==> src/rtl/fetch_unit.sv <==
// Instruction-fetch stage: owns the PC, issues one icache read at a time and
// queues returned words with their PCs for decode; redirects flush and restart.
module fetch_unit #(
  parameter int unsigned     XLEN         = 32,
  parameter logic [XLEN-1:0] RESET_VECTOR = '0,
  parameter int unsigned     BUF_DEPTH    = 2
) (
  input  logic            clk,
  input  logic            rst_if,
  output logic            creq_valid,
  output logic [XLEN-1:0] creq_addr,
  input  logic            creq_fulfilled,
  input  logic [XLEN-1:0] creq_rdata,
  input  logic            redirect_valid,
  input  logic [XLEN-1:0] redirect_pc,
  output logic            inst_valid,
  output logic [XLEN-1:0] inst_data,
  output logic [XLEN-1:0] inst_pc,
  input  logic            inst_ready
);

  localparam int unsigned     PTR_W   = (BUF_DEPTH > 1) ? $clog2(BUF_DEPTH) : 1;
  localparam int unsigned     CNT_W   = PTR_W + 1;
  localparam logic [CNT_W-1:0] DEPTH_C = CNT_W'(BUF_DEPTH);

  typedef enum logic [1:0] {IDLE, FETCH, KILL} state_t;

  state_t            state, state_n;
  logic [XLEN-1:0]   pc, pc_n;
  logic              req_active, req_active_n;
  logic [XLEN-1:0]   creq_addr_n;
  logic [PTR_W-1:0]  head, head_n, tail, tail_n;
  logic [CNT_W-1:0]  count, count_n;
  logic [XLEN-1:0]   mem_data [BUF_DEPTH];
  logic [XLEN-1:0]   mem_pc   [BUF_DEPTH];
  logic              push, pop, flush, pending;

  assign creq_valid = req_active;
  assign inst_valid = (count != '0);
  assign inst_data  = mem_data[head];
  assign inst_pc    = mem_pc[head];

  // State, PC, request and FIFO registers
  always_ff @(posedge clk) begin
    if (!rst_if) begin
      state      <= IDLE;
      pc         <= RESET_VECTOR;
      req_active <= 1'b0;
      creq_addr  <= RESET_VECTOR;
      head       <= '0;
      tail       <= '0;
      count      <= '0;
      for (int i = 0; i < int'(BUF_DEPTH); i++) begin
        mem_data[i] <= '0;
        mem_pc[i]   <= '0;
      end
    end else begin
      state      <= state_n;
      pc         <= pc_n;
      req_active <= req_active_n;
      creq_addr  <= creq_addr_n;
      head       <= head_n;
      tail       <= tail_n;
      count      <= count_n;
      if (push) begin
        mem_data[tail] <= creq_rdata;
        mem_pc[tail]   <= pc;
      end
    end
  end

  // Next-state, request control and FIFO bookkeeping
  always_comb begin
    state_n      = state;
    pc_n         = pc;
    req_active_n = req_active;
    push         = 1'b0;
    flush        = 1'b0;
    pending      = req_active && !creq_fulfilled;
    pop          = inst_valid && inst_ready;

    unique case (state)
      IDLE: begin
        state_n      = FETCH;
        req_active_n = 1'b0;
      end
      FETCH, KILL: begin
        if (redirect_valid) begin
          pc_n  = redirect_pc & ~XLEN'(3);
          flush = 1'b1;
          // A still-unanswered request must complete before a new one is issued
          state_n = pending ? KILL : FETCH;
        end else begin
          if (req_active && creq_fulfilled) begin
            if (state == FETCH) begin
              push = 1'b1;
              pc_n = pc + XLEN'(4);
            end
            state_n = FETCH;
          end
        end
      end
      default: state_n = IDLE;
    endcase

    if (flush) begin
      count_n = '0;
      head_n  = '0;
      tail_n  = '0;
    end else begin
      count_n = count + CNT_W'(push) - CNT_W'(pop);
      head_n  = head + PTR_W'(pop);
      tail_n  = tail + PTR_W'(push);
    end

    if (state != IDLE) begin
      req_active_n = pending || flush || (count_n < DEPTH_C);
    end

    // Address holds while a request is outstanding, otherwise tracks the PC
    creq_addr_n = pending ? creq_addr : pc_n;
  end

endmodule

==> config.mk <==
export PLATFORM = sky130hd
export DESIGN_NAME = fetch_unit
export DESIGN_NICKNAME = d
export VERILOG_FILES = /design/src/rtl/fetch_unit.sv
export SDC_FILE = /design/constraint.sdc
export NUM_CORES = 1
export LEC_CHECK = 0
export BUFFER_PORTS_ARGS = -buffer_cell sky130_fd_sc_hd__buf_4
export CAP_MARGIN = 20
export CORE_ASPECT_RATIO = 0.6
export CORE_MARGIN = 2
export CORE_UTILIZATION = 58
export CTS_BUF_LIST = sky130_fd_sc_hd__clkbuf_2 sky130_fd_sc_hd__clkbuf_4 sky130_fd_sc_hd__clkbuf_8
export DETAILED_ROUTE_END_ITERATION = 10
export PLACE_DENSITY = 0.83
export SLEW_MARGIN = 10
export SYNTH_ARGS = -nofsm -noshare
export SYNTH_HDL_FRONTEND = slang
export SYNTH_SLANG_ARGS = --single-unit
==> constraint.sdc <==
create_clock -name clk -period 7.9 [get_ports clk]
set_clock_uncertainty 0.15 [all_clocks]
set_input_delay 0.395 -clock clk [delete_from_list [all_inputs] [get_ports clk]]
set_output_delay 0.395 -clock clk [all_outputs]
set_load 0.005 [all_outputs]
Yosys cells after proc, flatten, opt, wreduce, memory -nomap -nowiden

Memory sizes are Yosys's and may differ from the RTL's. A register that Yosys moved wholly into a read port is not among the register bits.
Cells that the tools add are included.

Register bits after elaboration: 71
Bits in writable memories: 128
Word-level logic and storage cells: 62
Memories kept: 2

Memories:

| memory   | depth | bits a word | rd ports | clocked after memory_dff | wr ports | RTL line | text |
|---|---|---|---|---|---|---|---|
| mem_data | 2     | 32          | 1        | 1                        | 2        | 34       | `logic [XLEN-1:0] mem_data [BUF_DEPTH];` |
| mem_pc   | 2     | 32          | 1        | 1                        | 2        | 35       | `logic [XLEN-1:0] mem_pc [BUF_DEPTH];` |

$add $sub $neg: 5
Order comparisons: 1
Eq/ne operators: 3
Multiplexer cells: 29
Bitwise gates (word level): 1
Reductions and logical operators: 14

Operators with widths:

| kind                    | count |
|---|---|
| $mux W32                | 6 |
| $reduce_or A32 Y1       | 2 |
| $add A32 B3 Y32 const B | 1 |
| $mux W1                 | 18 |
| $mux W2                 | 4 |
| $reduce_bool A2 Y1      | 3 |
| $pmux W2 S2             | 1 |
| $reduce_or A2 Y1        | 2 |
| $logic_and A1 B1 Y1     | 3 |
| $ne A3 B3 Y1 const B    | 1 |
| $add A1 B1 Y1           | 2 |
| $add A2 B1 Y2           | 1 |
| $eq A2 B1 Y1 const B    | 1 |
| $eq A2 B2 Y1 const B    | 1 |
| $logic_not A2 Y1        | 1 |
| $logic_or A1 B1 Y1      | 2 |
| $lt A2 B2 Y1 const B    | 1 |
| $sub A2 B1 Y2           | 1 |
| $logic_not A1 Y1        | 1 |
| $not A1 Y1              | 1 |

Longest topological paths before layout

Word-level depth: 11
Gate-level depth with buffers: 13
Mapped depth without buffers: 12

Least setup slack after synthesis

No wires, ideal clock.

Kind: register to register
From: register state[0]
To: memory mem_data[0][0] (enable)
Setup time: 574 ps
Data arrival time: 5734 ps
Path slack: 1442 ps
Cell stages (with the launch flop): 8
Path buffers: 1
Cell sequence: dfxtp_1 -> inv_1 -> ha_1 -> nand2b_1 -> buf_2 -> nor2_1 -> inv_1 -> o21ai_0

RTL lines:

| item                   | RTL line | text |
|---|---|---|
| start, declared        | 28       | `state_t state, state_n;` |
| start signal, assigned | 58       | `state <= state_n;` |
| end, declared          | 34       |  |

==> results.cfg <==
[clocking]
cts_sinks = 199
cts_tree = done
clk_latency_ps = 460
cts_hold_buf = 0
htree_levels = 4
cts_root_buf = clkbuf_8
post_cts_buffers = 0
clk_path_buf_depth = 2
cts_buffers = 17
cts_resized = 0
path_clk_slew_ps = 110

[critical_path]
critPathLaunchType = flop
critPathRequiredTime_ps = 7870
cp_slowest_stage_delay_ps = 810
cp.arrival_ps = 3880
r2r.worst_path.cells = 8
crit_start = state[0]
cp_max_fo = 42
critPathMostFrequentCell = buf_4
r2r_end = mem_pc[1][26]
worstSetupEndpoint = mem_pc[1][26]
crit_slowest_cell = nand2b_2
r2r-start = state[0]
endpoint_kind = flop
path_cells = inv_1 > ha_1 > buf_4 > nand2b_1 > nor2_1 > and3_2 > nand2b_2 > buf_4
crit_type = flop to flop
critPathTopFamily = simple AND/OR/NAND/NOR gates
ff2ff_setup_slack_ps = 3990
path_buf_inv = 3
cp.depth = 8

[power]
p_int_mw = 1.513
p_switching_uw = 589.7
pwr-share-comb_pct = 12.0
ir_drop_v = 0.0001295
power.density_nw_per_um2 = 194.0
leakage_nw = 4.298
sw_frac_of_total_pct = 28.04
pwr-share-seq_pct = 57.5
clockPowerShare_pct = 30.5
total_power_mw = 2.103

[hold_path]
min_from = creq_fulfilled
hp-class = input port to flop

[timing]
hold_viol = 0
min_period_ps = 3906
timing.final.ws_setup_ps = 3994
slew_violations = 0
tns_ps = 0
setup_violations = 0
finalCritPeriodShare_pct = 49.44
slew_headroom_pct = 29.45
rsz0062_at_grt = no
fmaxAchievable_mhz = 256.0
tightest_slew_ps = 1049

[global_route]
gr-total-overflow = 0
grtUsageTotal_pct = 26.77
grt_pass1_wl_um = 34690
antenna_found_initial = 1
grt_max_degree = 65
grt_pass1_vias = 6318

[finish]
antenna_cells = 0
final_cells = 1140
syn2layout_area_growth_pct = 18.69
final_layout_size_suffix_gt1_share_pct = 30.84
nets = 999

[floorplan]
initial_utilization_pct = 59.41
num_rows = 35
fp.dieH_um = 101.2
io_pins = 167
dieArea_um2 = 16800
die_x_um = 166.0
core_area_um2 = 15370

[logic_synthesis]
ys_async_sr_fraction_pct = 0
synth_edf_count = 128
ys.flop_type = edfxtp_1
synth.distinct_cells = 62
ys_ff_latch = 199
yosysWarnings = 0
synth.avg_cell_area_um2 = 11.50
synth_nets = 869
syn_inst = 794
yosysSeqAreaShare_pct = 57.66
synth_area_um2 = 9131

[placed_design]
place_congestion = 0.9195
placement.io_buffers = 164
hpwl_um = 14690
dp.cells = 1108
pre_cts_slack_ps = 4003

[routing]
vias_per_cell = 5.961
drcViolationCount = 0
drtPass1Iterations = 5
wl_per_cell_um = 19.58
wl_um = 22320
antenna_left = 0
dr_total_vias = 6795
drt_iter0_drc = 824

[status]
status = completed

[run]
max_cap_viol_count = 0
## cells in the mapped netlist (3+ instances only)
| cell | count | area share [%] |
|---|---|---|
| a21o_1 | 7 | 0.58 |
| a21oi_1 | 23 | 1.3 |
| a22oi_1 | 9 | 0.74 |
| a311oi_1 | 3 | 0.29 |
| a31oi_1 | 11 | 0.75 |
| a41oi_1 | 3 | 0.29 |
| and2_1 | 127 | 8.7 |
| and3_1 | 12 | 0.82 |
| and4_1 | 5 | 0.48 |
| buf_2 | 11 | 0.60 |
| clkbuf_1 | 45 | 1.8 |
| dfxtp_1 | 71 | 16 |
| edfxtp_1 | 128 | 42 |
| ha_1 | 6 | 0.82 |
| inv_1 | 12 | 0.49 |
| mux2_2 | 68 | 8.4 |
| mux2i_1 | 10 | 1.1 |
| nand2_1 | 35 | 1.4 |
| nand2b_1 | 5 | 0.34 |
| nand3_1 | 22 | 1.2 |
| nand4_1 | 16 | 1.1 |
| nor2_1 | 37 | 1.5 |
| nor2b_1 | 3 | 0.21 |
| nor3_1 | 26 | 1.4 |
| nor4_1 | 6 | 0.41 |
| o211a_1 | 3 | 0.33 |
| o21ai_0 | 22 | 1.2 |
| o22ai_1 | 17 | 1.2 |
| o31ai_1 | 6 | 0.49 |
| xnor2_1 | 3 | 0.29 |
## metrics by stage
step           util [%]  area (um2)  hold slack, ps
3_5_place_dp      67.99       10450           313.3
2_1_floorplan         -        9131           298.3
5_1_grt           70.51       10840           24.27
3_3_place_gp      67.99       10450           304.2
4_1_cts           70.51       10840           16.81
6_report          70.51       10840           41.56
## cells in the final DEF (no fill, tap or decap), types with 3 or more instances in the layout
| master | instances |
|---|---|
| dfxtp_1 | 70 |
| nand4_1 | 16 |
| edfxtp_1 | 128 |
| xnor2_1 | 3 |
| o21ai_0 | 21 |
| nand2_1 | 35 |
| and2_1 | 127 |
| a22oi_1 | 9 |
| nor2_1 | 37 |
| clkbuf_8 | 17 |
| a21oi_1 | 23 |
| and4_1 | 5 |
| inv_8 | 3 |
| a311oi_1 | 3 |
| ha_1 | 6 |
| nand2b_1 | 4 |
| nor4_1 | 6 |
| inv_1 | 12 |
| nand3_1 | 22 |
| buf_4 | 172 |
| a21o_1 | 7 |
| mux2_2 | 68 |
| o22ai_1 | 17 |
| and3_1 | 11 |
| nor3_1 | 26 |
| o31ai_1 | 6 |
| o211a_1 | 3 |
| mux2i_1 | 10 |
| a31oi_1 | 11 |
| inv_6 | 4 |
| a41oi_1 | 3 |
## registers in the layout, indices dropped and copies added, names as in the netlist
signal / count
count: 2
mem_data: 64
creq_valid: 1
tail: 1
head: 1
creq_addr: 32
mem_pc: 64
state: 2
pc: 32
## power by group through the flow
stage	Sequential (mW)	Combinational, mW	Clock [mW]
after floorplan	1.21	0.150	0
after global placement	1.23	0.243	0
after detailed placement	1.23	0.249	0
after CTS	1.21	0.251	0.646
after global routing	1.22	0.275	0.687
final	1.21	0.253	0.642
## per-layer routing
metal	GRT usage [%]	vias up	wire, um
met1	40.62	3223	10180
met4	5.552	2	266
li1	-	3166	-
met2	39.36	379	9448
met3	6.682	25	2407
met5	0	-	13
## cells by family (layout without fill, tap and decap cells)
group	after synthesis	in the layout	share of synthesized area [%]
adders and majority gates	6	6	0.8221
buffers and inverters	74	217	3.261
muxes	79	79	9.646
and+or+nand+nor	308	308	19.17
xor gates and xnor gates	4	4	0.3837
DFF	199	199	57.66
AOI/OAI and AO/OA	124	124	9.058
## worst min-delay path by stage
stage                      end  slack [ps]  cells past startpoint
6_report              state[1]          40                      2
4_1_cts               state[1]          20                      2
2_1_floorplan    creq_addr[17]         300                      2
3_3_place_gp     creq_addr[17]         300                      2
3_5_place_dp     creq_addr[17]         310                      2
5_1_grt        mem_data[0][25]          20                      2
## cell type report
cell class,count,area (um2)
clock buffers,17,234.0
clock inverters,15,152.6
fillers,1105,4533
inverters,13,48.80
multi-input cells,521,3591
flip-flops and latches,199,5266
well taps,203,254.0
repair buffers,172,1291
No activity file was read; power rests on OpenSTA's default activity.
